<file path="config.mk">
export PLATFORM = sky130hd
export DESIGN_NAME = fft_iter_core
export DESIGN_NICKNAME = d
export VERILOG_FILES = /design/src/rtl/fft_iter_core.sv
export SDC_FILE = /design/constraint.sdc
export NUM_CORES = 1
export LEC_CHECK = 0
export ABC_AREA = 1
export BUFFER_PORTS_ARGS = -buffer_cell sky130_fd_sc_hd__buf_2
export CAP_MARGIN = 10
export CORE_MARGIN = 1.5
export CORE_UTILIZATION = 67
export CTS_BUF_LIST = sky130_fd_sc_hd__clkbuf_8
export DETAILED_ROUTE_END_ITERATION = 12
export GPL_ROUTABILITY_DRIVEN = 0
export PLACE_DENSITY_LB_ADDON = 0.05
export SLEW_MARGIN = 20
export SYNTH_ARGS = -nofsm -noshare
export SYNTH_HDL_FRONTEND = slang
export SYNTH_SLANG_ARGS = --single-unit
</file>
<file path="constraint.sdc">
create_clock -name clk -period 10.8 [get_ports clk]
set_input_delay 0.54 -clock clk [delete_from_list [all_inputs] [get_ports clk]]
set_output_delay 0.54 -clock clk [all_outputs]
set_load 0.05 [all_outputs]
</file>
<file path="src/rtl/fft_iter_core.sv">
`default_nettype none
// ============================================================================
// Module   : fft_iter_core
// Purpose  : Iterative radix-2 DIT FFT: one time-shared butterfly over an
//            in-place buffer, bit-reversed load, natural-order unload.
//            Optional macro FFT_STAGE_SCALE_EN halves every butterfly output.
// Revision : 1.0
// ============================================================================
module fft_iter_core #(
  parameter int N_POINTS = 8,
  parameter int DATA_W   = 12,
  parameter int TW_W     = 12
) (
  input  logic                     clk,
  input  logic                     rst,
  input  logic                     s_valid,
  output logic                     s_ready,
  input  logic signed [DATA_W-1:0] s_data,
  output logic                     m_valid,
  input  logic                     m_ready,
  output logic signed [DATA_W-1:0] m_real,
  output logic signed [DATA_W-1:0] m_imag,
  output logic                     m_last,
  output logic                     busy
);

  localparam int AW = $clog2(N_POINTS);
  localparam int HW = AW - 1;
  localparam int SW = (AW > 1) ? $clog2(AW) : 1;
  localparam int PW = DATA_W + TW_W + 1;
`ifdef FFT_STAGE_SCALE_EN
  localparam int SUMW = DATA_W + 1;
`else
  localparam int SUMW = DATA_W;
`endif
  localparam logic [SW-1:0] C_LAST_STAGE = SW'(AW - 1);
  localparam logic [HW-1:0] C_LAST_J     = HW'(N_POINTS / 2 - 1);
  localparam logic [AW-1:0] C_LAST_CNT   = AW'(N_POINTS - 1);
  localparam logic [AW-1:0] C_PENULT_CNT = AW'(N_POINTS - 2);

  typedef enum logic [1:0] {
    ST_IDLE   = 2'd0,
    ST_LOAD   = 2'd1,
    ST_CALC   = 2'd2,
    ST_UNLOAD = 2'd3
  } state_t;

  state_t          state_q;
  logic [AW-1:0]   cnt_q;
  logic [SW-1:0]   stage_q;
  logic [HW-1:0]   j_q;
  logic            s_ready_q;
  logic            m_valid_q;
  logic            m_last_q;
  logic            busy_q;

  logic signed [DATA_W-1:0] mem_re_q [N_POINTS];
  logic signed [DATA_W-1:0] mem_im_q [N_POINTS];

  function automatic logic [AW-1:0] bitrev_f(input logic [AW-1:0] v);
    logic [AW-1:0] r;
    for (int i = 0; i < AW; i++) r[i] = v[AW-1-i];
    return r;
  endfunction

  // Q1.(TW_W-2) twiddle W^k = cos - i*sin, rounded to nearest
  function automatic logic signed [TW_W-1:0] tw_f(input int k, input bit imag);
    real ang;
    real v;
    ang = 2.0 * 3.14159265358979323846 * real'(k) / real'(N_POINTS);
    v   = imag ? -$sin(ang) : $cos(ang);
    return TW_W'($rtoi($floor(v * real'(1 << (TW_W - 2)) + 0.5)));
  endfunction

  logic signed [TW_W-1:0] w_tw_re [N_POINTS/2];
  logic signed [TW_W-1:0] w_tw_im [N_POINTS/2];

  for (genvar g = 0; g < N_POINTS / 2; g++) begin : g_tw_rom
    assign w_tw_re[g] = tw_f(g, 1'b0);
    assign w_tw_im[g] = tw_f(g, 1'b1);
  end

  // Butterfly addressing: a = (j/h)*2h + (j mod h), b = a + h
  logic [AW-1:0] w_jx;
  logic [AW-1:0] w_hbit;
  logic [AW-1:0] w_mask;
  logic [AW-1:0] w_a;
  logic [AW-1:0] w_b;
  logic [HW-1:0] w_k;

  assign w_jx   = {1'b0, j_q};
  assign w_hbit = AW'(1) << stage_q;
  assign w_mask = w_hbit - AW'(1);
  assign w_a    = ((w_jx & ~w_mask) << 1) | (w_jx & w_mask);
  assign w_b    = w_a | w_hbit;
  assign w_k    = HW'((w_jx & w_mask) << (C_LAST_STAGE - stage_q));

  logic signed [PW-1:0]   w_br, w_bi, w_wr, w_wi, w_pr, w_pi;
  logic signed [SUMW-1:0] w_tr, w_ti, w_ar, w_ai;
  logic signed [SUMW-1:0] w_sum_re, w_sum_im, w_dif_re, w_dif_im;
  logic signed [DATA_W-1:0] bf_a_re_d, bf_a_im_d, bf_b_re_d, bf_b_im_d;

  assign w_br = PW'(mem_re_q[w_b]);
  assign w_bi = PW'(mem_im_q[w_b]);
  assign w_wr = PW'(w_tw_re[w_k]);
  assign w_wi = PW'(w_tw_im[w_k]);
  assign w_pr = w_br * w_wr - w_bi * w_wi;
  assign w_pi = w_br * w_wi + w_bi * w_wr;
  assign w_tr = SUMW'(w_pr >>> (TW_W - 2));
  assign w_ti = SUMW'(w_pi >>> (TW_W - 2));
  assign w_ar = SUMW'(mem_re_q[w_a]);
  assign w_ai = SUMW'(mem_im_q[w_a]);

  assign w_sum_re = w_ar + w_tr;
  assign w_sum_im = w_ai + w_ti;
  assign w_dif_re = w_ar - w_tr;
  assign w_dif_im = w_ai - w_ti;

`ifdef FFT_STAGE_SCALE_EN
  // One guard bit kept so the halving is exact before truncation
  assign bf_a_re_d = w_sum_re[SUMW-1:1];
  assign bf_a_im_d = w_sum_im[SUMW-1:1];
  assign bf_b_re_d = w_dif_re[SUMW-1:1];
  assign bf_b_im_d = w_dif_im[SUMW-1:1];
`else
  assign bf_a_re_d = w_sum_re;
  assign bf_a_im_d = w_sum_im;
  assign bf_b_re_d = w_dif_re;
  assign bf_b_im_d = w_dif_im;
`endif

  logic [AW-1:0] w_ld_addr;
  assign w_ld_addr = bitrev_f(cnt_q);

  always_ff @(posedge clk) begin
    if (state_q == ST_LOAD && s_valid) begin
      mem_re_q[w_ld_addr] <= s_data;
      mem_im_q[w_ld_addr] <= '0;
    end else if (state_q == ST_CALC) begin
      mem_re_q[w_a] <= bf_a_re_d;
      mem_im_q[w_a] <= bf_a_im_d;
      mem_re_q[w_b] <= bf_b_re_d;
      mem_im_q[w_b] <= bf_b_im_d;
    end
  end

  always_ff @(posedge clk or posedge rst) begin
    if (rst) begin
      state_q   <= ST_IDLE;
      cnt_q     <= '0;
      stage_q   <= '0;
      j_q       <= '0;
      s_ready_q <= 1'b0;
      m_valid_q <= 1'b0;
      m_last_q  <= 1'b0;
      busy_q    <= 1'b0;
    end else begin
      case (state_q)
        ST_IDLE: begin
          state_q   <= ST_LOAD;
          cnt_q     <= '0;
          s_ready_q <= 1'b1;
        end
        ST_LOAD: begin
          if (s_valid) begin
            if (cnt_q == C_LAST_CNT) begin
              state_q   <= ST_CALC;
              cnt_q     <= '0;
              stage_q   <= '0;
              j_q       <= '0;
              s_ready_q <= 1'b0;
              busy_q    <= 1'b1;
            end else begin
              cnt_q <= cnt_q + AW'(1);
            end
          end
        end
        ST_CALC: begin
          if (j_q == C_LAST_J) begin
            j_q <= '0;
            if (stage_q == C_LAST_STAGE) begin
              state_q   <= ST_UNLOAD;
              cnt_q     <= '0;
              stage_q   <= '0;
              m_valid_q <= 1'b1;
              m_last_q  <= 1'b0;
            end else begin
              stage_q <= stage_q + SW'(1);
            end
          end else begin
            j_q <= j_q + HW'(1);
          end
        end
        ST_UNLOAD: begin
          if (m_ready) begin
            if (cnt_q == C_LAST_CNT) begin
              state_q   <= ST_LOAD;
              cnt_q     <= '0;
              m_valid_q <= 1'b0;
              m_last_q  <= 1'b0;
              busy_q    <= 1'b0;
              s_ready_q <= 1'b1;
            end else begin
              cnt_q    <= cnt_q + AW'(1);
              m_last_q <= (cnt_q == C_PENULT_CNT);
            end
          end
        end
        default: begin
          state_q <= ST_IDLE;
        end
      endcase
    end
  end

  assign s_ready = s_ready_q;
  assign m_valid = m_valid_q;
  assign m_last  = m_last_q;
  assign busy    = busy_q;
  assign m_real  = (state_q == ST_UNLOAD) ? mem_re_q[cnt_q] : '0;
  assign m_imag  = (state_q == ST_UNLOAD) ? mem_im_q[cnt_q] : '0;

endmodule
`default_nettype wire

</file>
# --- Yosys cells after proc, flatten, opt, wreduce, memory -nomap -nowiden ---
# Memories as Yosys holds them, arrays and structs flattened.
# Index checks and enable logic that the tools add are counted.
totals:
  register_bits: 13
  rom_bits: 0
  memories: 2
  output_inout_bits: 28
  wordCells: 118
  inputBits: 16
  latchBits: 0
  mem_bits_rw: 192
classes:
  n_eq_ne: 13
  div: 0
  n_reduce_logical: 16
  add_sub_neg: 11
  muxes: 55
  n_shift: 2
  n_mul: 4
  n_lt_le_gt_ge: 1
  bitwise_logic: 6
mem_list:
  columns: ["memory", "depth", "width", "read_ports", "rd_ports_with_merged_regs", "wr", "line", "text"]
  rows:
  - ["mem_im_q", 8, 12, 3, 0, 2, "58", "logic signed [DATA_W-1:0] mem_im_q [N_POINTS];"]
  - ["mem_re_q", 8, 12, 3, 0, 2, "57", "logic signed [DATA_W-1:0] mem_re_q [N_POINTS];"]
ops:
  columns: ["op", "count"]
  rows:
  - ["2-to-1 mux 12 bit", 8]
  - ["multiplier 12 x 12 -> 22 bit", 4]
  - ["binary-select mux 12 bit (select 2 bit)", 2]
  - ["adder 12 bit", 2]
  - ["OR reduction 12 bit", 2]
  - ["subtractor 12 bit", 2]
  - ["adder 22 bit", 1]
  - ["2-to-1 mux 2 bit", 11]
  - ["subtractor 22 bit", 1]
  - ["2-to-1 mux 3 bit", 7]
  - ["2-to-1 mux 1 bit", 19]
  - ["AND reduction 5 bit", 3]
  - ["case mux 3 bit (4 select lines)", 1]
  - ["AND reduction 4 bit", 3]
  - ["equality test 2 bit, second input constant", 4]
  - ["case mux 2 bit (2 select lines)", 2]
  - ["case mux 2 bit (4 select lines)", 1]
  - ["equality test 3 bit, second input constant", 2]
  - ["inequality test 2 x 1 -> 1 bit, second input constant", 3]
  - ["inequality test 2 bit, second input constant", 3]
  - ["OR 3 bit", 2]
  - ["case mux 1 bit (2 select lines)", 3]
  - ["AND reduction 6 bit", 1]
  - ["nonzero test 2 bit", 3]
  - ["other kinds (17)", 18]

# --- Logic depth before layout (Yosys ltp) ---
logic_depth:
  word_depth: 12
  ltp_mapped: 55

# --- Worst setup path after synthesis ---
# No wires, ideal clock.
synth_path:
  path_kind: "flip-flop to flip-flop"
  startpoint: "register stage_q[0]"
  endpoint: "memory mem_re_q[0][9] (data pin)"
  stages_incl_launch_ff: 46
  path_slack_ns: 1.031
  required_time_ns: 10.647
  synth_period_minus_slack_ns: 9.769
  arrival_time_ns: 9.616
  cell_sequence: "dfrtp_1 inv_1 ha_1 nor2_2 clkbuf_1 clkbuf_1 clkbuf_1 clkbuf_1 o21ai_0 a22oi_1 nand3_1 nor2_1 fa_1 inv_1 fa_1 fa_1 inv_1 fa_1 (+10 left out) a21oi_1 o21ai_0 a21oi_1 o21ai_0 nand2_1 nand2_1 nand2_1 nand2_1 inv_1 ha_1 nand2_1 o21ai_0 a21oi_1 o21bai_1 nor2_1 o31ai_1 nand2_1 o21ai_0"
synth_lines:
  columns: ["item", "line", "text"]
  rows:
  - ["start, declared", "50", "logic [SW-1:0] stage_q;"]
  - ["start signal, assigned", "188", "stage_q <= stage_q + SW'(1);"]
  - ["end, declared", "57", null]

==> flow_summary.toml <==
[status]
status = "finished clean"

[synth]
syn_area_per_cell_um2 = 7.83
async_flop_share = 0.0634
ys_ff_latch = 205
synthTopCellsByArea = "fa_1, edfxtp_1, ha_1, inv_1, nand2_1"
synth_top_cell_by_area = "fa_1"
yosys-mux-area-fraction = 0
synth_compound_area_frac = 0.148
netlist_area_um2 = 29400
synth_fa_ha_area_frac = 0.346
synth_edf_count = 192
synth_top_family_by_area = "adder cells"
ys_warn_count = 0
synthDistinctLibCells = 51
syn-instance-count = 3759
synth_xor_area_frac = 0.0208
synth_nets = 4401
synth_top_area_frac = 0.214
yosysSeqAreaShare = 0.207
synth-simple-area-share = 0.154
ys.flop_type = "edfxtp_1"

[cts]
cts_sinks = 205
path_clk_slew_ns = 0.07
cts_buffers = 34
clockBufferDepth = 3
cts-htree-levels = 2
cts_tree = "built"
cts-root-buf = "clkbuf_8"
clk_latency_ns = 0.57

[sta]
finalClockSkew_ns = 0.0291
drv_slew = 0
period_needed_ns = 10.27
hold_viol = 0
setup_violations = 0
timing.fmax_mhz = 97.4
finalSetupTns_ns = 0
rsz0062_at_grt = "no"
post-route-period-util = 0.951
worst_pin_slew_ns = 1.21
slew_headroom = 0.192

[place]
placed_cell_area_um2 = 30800
numPortBuffers = 43
place_hpwl_um = 71900

[finish]
drive_gt1_frac = 0.0814
final_nets = 4461
syn_to_final_growth_pct = 7.20
fillerInstances = 3422
final_area_um2 = 31600
multi_input_area_um2 = 19800
regArea_um2 = 6090

[grt]
antenna_found_initial = 1
grt_usage = 0.431
grt-ovfl-total = 0
grt_pass1_wl_um = 146000
grt_pass1_vias = 27400
grt_max_degree = 86

[drt]
wl_per_cell_um = 21.5
drt_wl_total_um = 95000
drt_first_pass_iters = 8
viasPerCell = 6.14
drc = 0
drt-initial-drc-count = 3126
final_antenna_net_count = 0
via_count = 27200

[die]
core_area_um2 = 43200
rows = 76
chipHeight_um = 213
start_util = 0.682
io_pins = 44
die_area_um2 = 45200
die_w_um = 213

[worst_setup_path]
critPathRequiredTime_ns = 11.09
critPathBufInv = 8
cp_top_family = "adder cells"
slowest_delay_ns = 0.56
cpMostUsedCell = "fa_1"
arrival_ns = 10.56
crit_type = "reg2reg"
critPathLaunchType = "flop"
worstSetupEndpointType = "flop"
crit_path_top_delay_cell = "fa_1"
r2r_slack_ns = 0.53
crit_fanout = 33

[run]
drv_cap = 0

[worst_hold_path]
hold_class = "in2async"
==> cell usage in the layout, fill, tap and decap left out, types with 12 or more instances in the layout <==
| cell type | instances |
|---|---|
| inv_1 | 795 |
| nand2_1 | 636 |
| o21ai_0 | 446 |
| fa_1 | 314 |
| ha_1 | 310 |
| nor2_1 | 234 |
| a21oi_1 | 213 |
| edfxtp_1 | 192 |
| buf_4 | 134 |
| nand3_1 | 126 |
| xor2_1 | 51 |
| buf_2 | 43 |
| a31oi_1 | 38 |
| clkbuf_8 | 35 |
| nand4_1 | 22 |
| nand2_2 | 19 |
| xnor2_1 | 18 |
| inv_2 | 16 |
| clkinv_1 | 15 |
| o211ai_1 | 14 |
| o221ai_1 | 12 |
| dfrtp_1 | 12 |
==> sequential cells by signal (all words and copies together) (netlist names) <==
signal	cells
state_q	2
stage_q	2
busy	1
m_valid	1
j_q	2
mem_re_q	96
mem_im_q	96
cnt_q	3
m_last	1
s_ready	1
==> worst paths after layout <==
kind	startpoint	end	cells past startpoint
worst max-delay path	stage_q[0]$_DFFE_PP0P_	mem_im_q[1][11]$_DFFE_PP_	36
worst min-delay path	rst	m_last$_DFFE_PP0P_	2
worst max register to register	stage_q[0]$_DFFE_PP0P_	mem_im_q[1][11]$_DFFE_PP_	36
worst min register to register	m_valid$_DFFE_PP0P_	m_valid$_DFFE_PP0P_	1
max in group asynchronous	rst	cnt_q[1]$_DFFE_PP0P_	2
min in group clk	s_data[0]	mem_re_q[6][0]$_DFFE_PP_	3
==> Yosys cell counts (all sizes together) (13+ instances only) <==
master,count
a21oi,218
nand2,660
nor2,247
edfxtp,192
clkbuf,134
buf,24
dfrtp,13
inv,805
fa,314
a31oi,38
o211ai,15
nand4,23
xnor2,18
o21ai,468
nand3,129
xor2,52
ha,312
==> metal layers <==
layer	vias to the layer above	share of wire	global-route usage
met5	-	0	0
met4	0	0.082	0.295
met3	572	0.12	0.107
met2	1874	0.46	0.707
met1	12600	0.33	0.500
li1	12100	-	-
==> metrics by stage <==
stage	std cells	hold slack [ns]	worst slack (ns)	util
6_report	4430	0.00168	0.529	0.731
4_1_cts	4419	0.00687	0.143	0.728
3_5_place_dp	4357	0.504	-0.0186	0.713
5_1_grt	4429	0.0579	0.00316	0.731
3_3_place_gp	4357	0.479	0.386	0.713
2_1_floorplan	3759	0.417	1.03	-
==> layout make-up <==
type,count,area share
antenna,1,0.0000793
clock buffer,35,0.0153
clock inverter,26,0.00448
inverter,810,0.0965
multi-input combinational,2588,0.628
sequential,205,0.193
tap,585,0.0232
timing repair buffer,179,0.0397
timing repair inverter,1,0.000159
==> timing repair <==
| item | CTS | global route |
|---|---|---|
| buffers inserted | 0 | 8 |
| hold buffers | 0 | 0 |
| cloned | 1 | 2 |
| gates resized for setup | 1 | 21 |
| endpoints found under the setup margin | 11 | 88 |
| hold endpoints to repair | 0 | 0 |
| pin swaps | 1 | 2 |
==> cells by family after synthesis <==
kind of cell | count (synthesis)
XOR/XNOR | 70
buffers and inverters | 968
AO/OA/AOI/OAI | 805
AND/OR/NAND/NOR | 1085
adder cells (fa/ha/maj) | 626
flip-flops | 205
Power is left out: the tool's default activity adds up to more than one toggle a clock period on the data nets, which glitch-free logic cannot reach.
